==> src/rtl/serial_subtractor.sv <==
// Digit-serial subtractor: computes a - b - bin over WIDTH/DIGIT cycles, LSB digit first,
// with a start/busy/done handshake and registered borrow, overflow and zero flags.
module serial_subtractor #(
  parameter int WIDTH = 8,
  parameter int DIGIT = 1
) (
  input  logic             clk,
  input  logic             rst,
  input  logic             start,
  input  logic [WIDTH-1:0] a,
  input  logic [WIDTH-1:0] b,
  input  logic             bin,
  output logic             busy,
  output logic             done,
  output logic [WIDTH-1:0] diff,
  output logic             bout,
  output logic             ovf,
  output logic             zero
);

  localparam int NDIG  = WIDTH / DIGIT;
  localparam int CNT_W = $clog2(NDIG + 1);
  localparam logic [CNT_W-1:0] LAST_COUNT = CNT_W'(NDIG - 1);

  generate
    if (WIDTH < 1 || DIGIT < 1 || (WIDTH % DIGIT) != 0) begin : g_bad_params
      $error("serial_subtractor: WIDTH must be >= 1 and a multiple of DIGIT");
    end
  endgenerate

  typedef enum logic [1:0] {
    IDLE = 2'd0,
    RUN  = 2'd1,
    DONE = 2'd2
  } state_t;

  state_t           state_reg;
  logic [WIDTH-1:0] a_sr_reg;
  logic [WIDTH-1:0] b_sr_reg;
  logic [WIDTH-1:0] diff_sr_reg;
  logic             borrow_reg;
  logic [CNT_W-1:0] count_reg;
  logic             a_msb_reg;
  logic             b_msb_reg;

  // One ripple of DIGIT full-subtract cells fed by the registered borrow.
  logic [DIGIT:0]   br_chain;
  logic [DIGIT-1:0] d_digit;

  assign br_chain[0] = borrow_reg;

  for (genvar gi = 0; gi < DIGIT; gi++) begin : g_cell
    logic cell_x;
    logic cell_y;
    assign cell_x           = a_sr_reg[gi];
    assign cell_y           = b_sr_reg[gi];
    assign d_digit[gi]      = cell_x ^ cell_y ^ br_chain[gi];
    assign br_chain[gi+1]   = (~cell_x & cell_y) | (~(cell_x ^ cell_y) & br_chain[gi]);
  end

  // New digit enters from the MSB side; after NDIG shifts the word is aligned.
  logic [WIDTH-1:0] diff_sr_next;
  logic             borrow_next;
  logic             ovf_next;

  assign diff_sr_next = (diff_sr_reg >> DIGIT) | (WIDTH'(d_digit) << (WIDTH - DIGIT));
  assign borrow_next  = br_chain[DIGIT];
  assign ovf_next     = (a_msb_reg != b_msb_reg) && (diff_sr_next[WIDTH-1] != a_msb_reg);

  always_ff @(posedge clk) begin
    if (rst) begin
      state_reg   <= IDLE;
      a_sr_reg    <= '0;
      b_sr_reg    <= '0;
      diff_sr_reg <= '0;
      borrow_reg  <= 1'b0;
      count_reg   <= '0;
      a_msb_reg   <= 1'b0;
      b_msb_reg   <= 1'b0;
      busy        <= 1'b0;
      done        <= 1'b0;
      diff        <= '0;
      bout        <= 1'b0;
      ovf         <= 1'b0;
      zero        <= 1'b0;
    end else begin
      case (state_reg)
        IDLE, DONE: begin
          done <= 1'b0;
          if (start) begin
            a_sr_reg    <= a;
            b_sr_reg    <= b;
            diff_sr_reg <= '0;
            borrow_reg  <= bin;
            count_reg   <= '0;
            a_msb_reg   <= a[WIDTH-1];
            b_msb_reg   <= b[WIDTH-1];
            busy        <= 1'b1;
            state_reg   <= RUN;
          end else begin
            state_reg <= IDLE;
          end
        end
        RUN: begin
          a_sr_reg    <= a_sr_reg >> DIGIT;
          b_sr_reg    <= b_sr_reg >> DIGIT;
          diff_sr_reg <= diff_sr_next;
          borrow_reg  <= borrow_next;
          count_reg   <= count_reg + CNT_W'(1);
          if (count_reg == LAST_COUNT) begin
            busy      <= 1'b0;
            done      <= 1'b1;
            diff      <= diff_sr_next;
            bout      <= borrow_next;
            ovf       <= ovf_next;
            zero      <= (diff_sr_next == '0);
            state_reg <= DONE;
          end
        end
        default: begin
          busy      <= 1'b0;
          done      <= 1'b0;
          state_reg <= IDLE;
        end
      endcase
    end
  end

endmodule

==> config.mk <==
export PLATFORM = sky130hd
export DESIGN_NAME = serial_subtractor
export DESIGN_NICKNAME = d
export VERILOG_FILES = /design/src/rtl/serial_subtractor.sv
export SDC_FILE = /design/constraint.sdc
export NUM_CORES = 1
export LEC_CHECK = 0
export ABC_AREA = 1
export CAP_MARGIN = 20
export CORE_MARGIN = 4
export CORE_UTILIZATION = 56
export DETAILED_ROUTE_END_ITERATION = 16
export PLACE_DENSITY_LB_ADDON = 0.3
export SYNTH_ARGS = -nofsm -noshare
export SYNTH_HDL_FRONTEND = slang
export SYNTH_SLANG_ARGS = --single-unit
==> constraint.sdc <==
create_clock -name clk -period 2.1 [get_ports clk]
set_input_delay 0.21 -clock clk [delete_from_list [all_inputs] [get_ports clk]]
set_output_delay 0.21 -clock clk [all_outputs]
set_load 0.1 [all_outputs]
======== Word level (Yosys, flattened, before mapping) ========
Cells that the tools add are included.
W data, S select, Z words.
word-level totals
  word-level logic and storage cells ...... 57
  bits in registers ....................... 46
  output and inout bits ................... 13
  input port bits ......................... 20
operators by class
  bitwise operators ....................... 9
  equal/unequal tests ..................... 7
  muxes and demuxes ....................... 16
  add/sub/neg operators ................... 1
  reduce and logical (&&, ||, !) cells .... 10
operators by type and width
  operator               count
  $pmux W8 S2            3
  $mux W8                3
  $logic_not A8 Y1       1
  $or A7 B8 Y8           1
  $pmux W4 S2            1
  $reduce_and A2 Y1      4
  $add A4 B1 Y4 const B  1
  $eq A4 B3 Y1 const B   1
  $mux W1                4
  $mux W4                1
  $ne A2 B2 Y1 const B   2
  $pmux W1 S2            2
  $pmux W2 S2            1
  $reduce_or A2 Y1       2
  $not A1 Y1             3
  $and A1 B1 Y1          2
  $eq A2 B1 Y1 const B   1
  $eq A2 B2 Y1 const B   1
  $logic_not A2 Y1       1
  $mux W2                1
  $ne A1 B1 Y1           2
  $reduce_bool A2 Y1     1
  $xor A1 B1 Y1          2
  $logic_and A1 B1 Y1    1
  $or A1 B1 Y1           1

======== Depth between registers and ports, before layout ========
Gate-level depths: netlist (run 1).
  depth after elaboration ................. 5
  gate-level depth with buffers ........... 7
  gate-level depth less buffers ........... 7

======== Worst setup path before layout (run 1) ========
No wires, ideal clock.
  kind .................................... reg2reg
  start ................................... register b_sr_reg[0]
  end ..................................... register zero
  path buffers ............................ 0
  arrival time ............................ 1.268 ns
  path slack .............................. 0.762 ns
  cell stages (with the launch flop) ...... 8
  library setup time ...................... 0.071 ns
  period minus slack after synthesis ...... 1.338 ns
  data required time ...................... 2.029 ns
  cell sequence ........................... dfxtp_1 -> inv_1 -> fa_1 -> nor2_1 -> nand2_1 -> nor2_1 -> nand2_1 -> a21oi_1
on the way
  cells in the longest elaborated chain, start to end .. 4
RTL lines
  what                         line  text
  from (decl)                  39    logic [WIDTH-1:0] b_sr_reg;
  from (signal assigned)       106   b_sr_reg <= b_sr_reg >> DIGIT;
  $xor A1 B1 Y1 (2 in series)  57    assign d_digit[gi] = cell_x ^ cell_y ^ br_chain[gi];
  via d_digit                  48    logic [DIGIT-1:0] d_digit;
  $or A7 B8 Y8                 66    assign diff_sr_next = (diff_sr_reg >> DIGIT) | (WIDTH'(d_digit) << (WIDTH - DIGIT));
  $logic_not A8 Y1             116   zero <= (diff_sr_next == '0);
  to (signal assigned)         116
  to (decl)                    18    output logic zero
The timed path passes the listed nets, and every way through them passes these cells.
A chain may end at the register's enable or synchronous reset.

======== Worst setup path in the final report (run 1) ========
Same ends and word-level chain as after synthesis.

==> results of run 1 <==
-- worst max-delay path by stage --
stage                                          from                  endpoint  slack [ns]  cells after the start
after CTS                  b_sr_reg[0]$_SDFFE_PP0P_         zero$_SDFFE_PP0P_        0.54                      7
after global routing      state_reg[0]$_SDFFE_PP0P_      diff[0]$_SDFFE_PP0P_        0.44                      5
after global placement                        start  b_sr_reg[0]$_SDFFE_PP0P_        0.50                      8
final                      b_sr_reg[0]$_SDFFE_PP0P_         zero$_SDFFE_PP0P_        0.56                      7
after floorplan            b_sr_reg[0]$_SDFFE_PP0P_         zero$_SDFFE_PP0P_        0.76                      7
after detailed placement                      start  b_sr_reg[3]$_SDFFE_PP0P_        0.47                      8
-- critical path, cell delays in order (launching register included) --
cell,delay (ns)
dfxtp_1,0.40
inv_1,0.08
fa_1,0.50
nor2_1,0.11
nand2_1,0.06
nor2_1,0.10
nand2_1,0.07
a21oi_1,0.15
-- metal layers --
metal / global-route usage [%] / up-vias / part of all wire, %
met3: 6.12 / 4 / 6.5
met2: 33.2 / 45 / 49
met4: 6.35 / 0 / 0.75
li1: - / 843 / -
met1: 22.8 / 744 / 43
met5: 0 / - / 0
-- cell type report --
| cell class | count | area [sq um] | share of cell area [%] |
|---|---|---|---|
| well taps | 44 | 55.1 | 2.39 |
| flip-flops and latches | 45 | 901 | 39.0 |
| clock buffers | 5 | 37.5 | 1.63 |
| multi-input cells | 172 | 861 | 37.3 |
| inverters | 20 | 77.6 | 3.36 |
| repair buffers | 35 | 310 | 13.4 |
| clock inverters | 3 | 65.1 | 2.82 |
-- report_power, final --
group	switching, mW	internal (mW)
combinational	0.131	0.0877
sequential	0.0227	0.887
clock	0.277	0.369
total	0.431	1.34
-- synthesized netlist by cell type --
master / n
a21oi_2: 1
o21ai_2: 8
nand2_1: 62
buf_1: 1
nor2_4: 1
nand3_1: 17
buf_6: 4
ha_1: 1
nand2_4: 4
nor2_1: 35
o21ai_0: 15
nor2_2: 1
inv_1: 16
buf_4: 1
a21oi_1: 22
inv_2: 3
nand2_2: 2
nor2_8: 1
buf_2: 1
fa_1: 2
inv_4: 1
dfxtp_1: 45
clkbuf_1: 2
-- metrics by stage --
step | total power [mW] | instances | instance area (sq um) | utilization [%] | setup slack (ns)
after CTS | 1.78 | 324 | 2310 | 73.2 | 0.543
after global routing | 1.86 | 324 | 2310 | 73.2 | 0.436
after floorplan | 1.08 | 246 | 1910 | - | 0.762
after detailed placement | 1.15 | 316 | 2200 | 69.9 | 0.470
after global placement | 1.14 | 316 | 2200 | 69.9 | 0.498
final | 1.77 | 324 | 2310 | 73.2 | 0.560
-- logic make-up after synthesis --
group           synth area share, %
simple gates                   28.5
buf+inv                        7.67
compound gates                 13.8
fa+ha+maj                      2.75
flops                          47.2
==> flow_summary.json, run 1 <==
{
  "finalCriticalPeriod_ns": 1.54,
  "min_path_cells": 3,
  "grt_pass1_vias": 1529,
  "cts_buffers": 5,
  "worst-endpoint-required_ns": 2.40,
  "tightestPinTransition_ns": 0.405,
  "clkLatencyLatePin_ns": 0.36,
  "io_pins": 33,
  "core-area_sq_um": 3150,
  "syn-num-nets": 269,
  "ir_drop_mv": 0.389,
  "r2r-end": "zero$_SDFFE_PP0P_",
  "hold_viol": 0,
  "yosysWarnings": 0,
  "crit_fanout": 3,
  "grt_start_max_net_pins": 25,
  "grt_use_total_pct": 19.4,
  "cts_resized": 0,
  "dr_total_vias": 1636,
  "critPathLaunchType": "flip-flop",
  "cp-end-kind": "flip-flop",
  "clk_pin_slew_ns": 0.13,
  "die_x_um": 66.4,
  "reg2regPathDepth": 7,
  "post_cts_buffers": 0,
  "crit_type": "flip-flop to flip-flop",
  "p_leak_nw": 1.00,
  "drive_above_1_share_pct": 16.4,
  "setup_violations": 0,
  "fmax_mhz": 649,
  "relSlewSlack_pct": 72.9,
  "ant_nets": 0,
  "initial_core_util_pct": 60.5,
  "rrSetupSlack_ns": 0.56,
  "cts_tree": "yes",
  "worstHoldEndpoint": "a_msb_reg$_SDFFE_PP0P_",
  "drc": 0,
  "dp.final_hpwl_um": 2760,
  "ctsHoldBuffers": 0,
  "fillers": 273,
  "cts_root_buffer": "clkbuf_4",
  "r2r_start": "b_sr_reg[0]$_SDFFE_PP0P_",
  "die_height_um": 66.4,
  "yosys-top-cells-area": "dfxtp_1 (47%), nand2_1 (12%), nor2_1 (6.9%)",
  "clkSinkCount": 45,
  "ys_seq_area_share_pct": 47.2,
  "yosys.cell_types.count": 23,
  "die-area_sq_um": 4400,
  "min_from": "a[7]",
  "yosys.area.top_type": "dfxtp_1",
  "worstPathArrival_ns": 1.84,
  "syn_inst": 246,
  "power.density_nw_per_um2": 769,
  "final_cell_mix": "nand2_1 (62), dfxtp_1 (45), nor2_1 (35)",
  "numPortBuffers": 32,
  "clockBufferDepth": 2,
  "drt_first_pass_iters": 4,
  "min_period_over_period_pct": 73.3,
  "min_path_type": "primary input to flip-flop",
  "mostFrequentLayoutCell": "nand2_1",
  "ys_seq_elements": 45,
  "grt_pass1_wl_um": 6510,
  "synth_top_area_share_pct": 47.2,
  "hold_slack_ns": 0.418,
  "grt.overflow.total": 0,
  "slew_violations": 0,
  "maxCapViolations": 0,
  "syn_area_sq_um": 1910,
  "row_count": 20,
  "drt_iter0_drc": 121,
  "outcome": "complete, no violations",
  "vias_per_cell": 5.05,
  "antenna_found_initial": 0,
  "routedWlPerCell_um": 11.9,
  "avgSynthCellArea_sq_um": 7.76,
  "setup_tns_ns": 0,
  "postRouteWirelength_um": 3860,
  "htreeDepth": 2,
  "gp_congestion": 0.796,
  "nNetsFinal": 302,
  "rsz0062_at_grt": "false",
  "syn2layout_area_growth_pct": 20.9,
  "clock_skew_ns": 0.00942,
  "antenna_cells": 0
}
Note: power is estimated with default switching activity, not from simulation.
==> run 2: changes to the inputs <==
- CORE_UTILIZATION: 56 -> 52
- clock period: 2.1 -> 1.5 ns (I/O delays scaled with it)
==> flow_summary.json, run 2 (synthesized netlist as in run 1, its figures left out) <==
{
  "io_pins": 33,
  "drc": 0,
  "htreeDepth": 2,
  "syn2layout_area_growth_pct": 31.5,
  "grt_pass1_vias": 1559,
  "cts_root_buffer": "clkbuf_8",
  "relSlewSlack_pct": 74.9,
  "cts_buffers": 5,
  "final_cells": 329,
  "timing.critical_path.to": "zero$_SDFFE_PP0P_",
  "setup_tns_ns": 0,
  "numPortBuffers": 32,
  "initial_core_util_pct": 55.4,
  "dp.final_hpwl_um": 2860,
  "p_leak_nw": 1.05,
  "slew_violations": 0,
  "drive_above_1_share_pct": 19.1,
  "antenna_found_initial": 0,
  "rrSetupSlack_ns": 0.08,
  "grt_start_max_net_pins": 25,
  "min_path_type": "flip-flop to flip-flop",
  "ant_nets": 0,
  "fmax_mhz": 704,
  "grt.overflow.total": 0,
  "row_count": 21,
  "cp-end-kind": "flip-flop",
  "r2r_start": "borrow_reg$_SDFFE_PP0P_",
  "die_height_um": 68.6,
  "place_ws_ns": 0.0395,
  "clkLatencyLatePin_ns": 0.29,
  "outcome": "complete, no violations",
  "maxCapViolations": 0,
  "tightestPinTransition_ns": 0.374,
  "core-area_sq_um": 3440,
  "min_period_over_period_pct": 94.8,
  "postRouteWirelength_um": 3930,
  "ir_drop_mv": 0.557,
  "placed_cells": 320,
  "clockBufferDepth": 2,
  "clock_skew_ns": 0.00684,
  "rsz0062_at_grt": "true",
  "vias_per_cell": 5.04,
  "setup_ws_ns": 0.0786,
  "clk_pin_slew_ns": 0.07,
  "die-area_sq_um": 4700,
  "routedWlPerCell_um": 12.0,
  "gp_congestion": 0.813,
  "hold_viol": 0,
  "reg2regPathDepth": 7,
  "total_power_mw": 2.33,
  "nNetsFinal": 306,
  "antenna_cells": 0,
  "cts_tree": "yes",
  "drt_iter0_drc": 83,
  "setup_violations": 0,
  "critPathLaunchType": "flip-flop",
  "power.density_nw_per_um2": 927,
  "worstPathArrival_ns": 1.64,
  "grt_use_total_pct": 18.2,
  "crit_type": "flip-flop to flip-flop",
  "dr_total_vias": 1657,
  "startpoint": "borrow_reg$_SDFFE_PP0P_",
  "clkSinkCount": 45,
  "die_x_um": 68.6,
  "worst-endpoint-required_ns": 1.72,
  "crit_fanout": 2,
  "mostFrequentLayoutCell": "nand2_1",
  "grt_pass1_wl_um": 6530,
  "finalCriticalPeriod_ns": 1.42,
  "final_cell_mix": "nand2_1 (61), dfxtp_1 (42), nor2_1 (35)",
  "drt_first_pass_iters": 4,
  "r2r-end": "zero$_SDFFE_PP0P_",
  "fillers": 269
}
-- run 2: cell types whose count changed in the layout (fill, tap and decap cells not counted), sizes merged --
cell	delta
buf	+4
bufinv	-2
clkbuf	+2
clkinv	-1
-- run 2: area by class of cell --
class | count | area [sq um] | share of cell area, %
clock buffer | 7 | 86.3 | 3.44
tap | 46 | 57.6 | 2.29
inverter | 20 | 77.6 | 3.09
multi-input combinational | 172 | 867 | 34.6
timing repair buffer | 39 | 515 | 20.5
sequential | 45 | 905 | 36.1
-- run 2: per-layer routing --
| layer | track usage (%) | up-vias | wire length [um] |
|---|---|---|---|
| met3 | 3.08 | 9 | 197 |
| met2 | 33.0 | 47 | 2020 |
| met4 | 8.93 | 0 | 94 |
| met1 | 20.3 | 754 | 1620 |
| li1 | - | 847 | - |
| met5 | 0 | - | 0 |
-- run 2: critical path, stage by stage, from the launching register on --
cell     delay (ns)
dfxtp_2        0.34
inv_2          0.05
fa_1           0.48
nor2_1         0.13
nand2_1        0.06
nor2_1         0.09
nand2_1        0.07
a21oi_2        0.14
-- run 2: worst min path at each step --
stage                             startpoint                       end  slack (ns)  cells after the start
finish              b_sr_reg[6]$_SDFFE_PP0P_  b_sr_reg[5]$_SDFFE_PP0P_        0.46                      2
floorplan                               a[7]    a_msb_reg$_SDFFE_PP0P_        0.31                      2
global route                            a[7]    a_msb_reg$_SDFFE_PP0P_        0.47                      3
detailed placement  b_sr_reg[6]$_SDFFE_PP0P_  b_sr_reg[5]$_SDFFE_PP0P_        0.45                      2
CTS                                     a[7]    a_msb_reg$_SDFFE_PP0P_        0.45                      3
global placement    b_sr_reg[6]$_SDFFE_PP0P_  b_sr_reg[5]$_SDFFE_PP0P_        0.45                      2
-- run 2: what timing repair did --
item | CTS | global route
resized for setup | 0 | 6
setup buffers | 0 | 2
endpoints found under the setup margin | 0 | 11
hold buffers | 0 | 0
endpoints found under the hold margin | 0 | 0
-- run 2: power by group --
group,internal [mW],leakage (nW),switching [mW]
combinational,0.140,0.641,0.191
clock,0.365,0.0443,0.356
sequential,1.24,0.367,0.0308
total,1.75,1.05,0.578
-- run 2: per-stage QoR --
stage / utilization, % / area [sq um] / hold slack [ns]
after CTS: 72.2 / 2480 / 0.455
after global routing: 72.9 / 2510 / 0.472
after floorplan: - / 1910 / 0.315
after global placement: 69.6 / 2400 / 0.447
after detailed placement: 69.6 / 2400 / 0.450
final: 72.9 / 2510 / 0.455
==> run 3: changes to the inputs <==
- CAP_MARGIN: 20 -> unset
==> results of run 3 <==
Same layout as run 2: the final DEF is identical, and so are final timing and power.
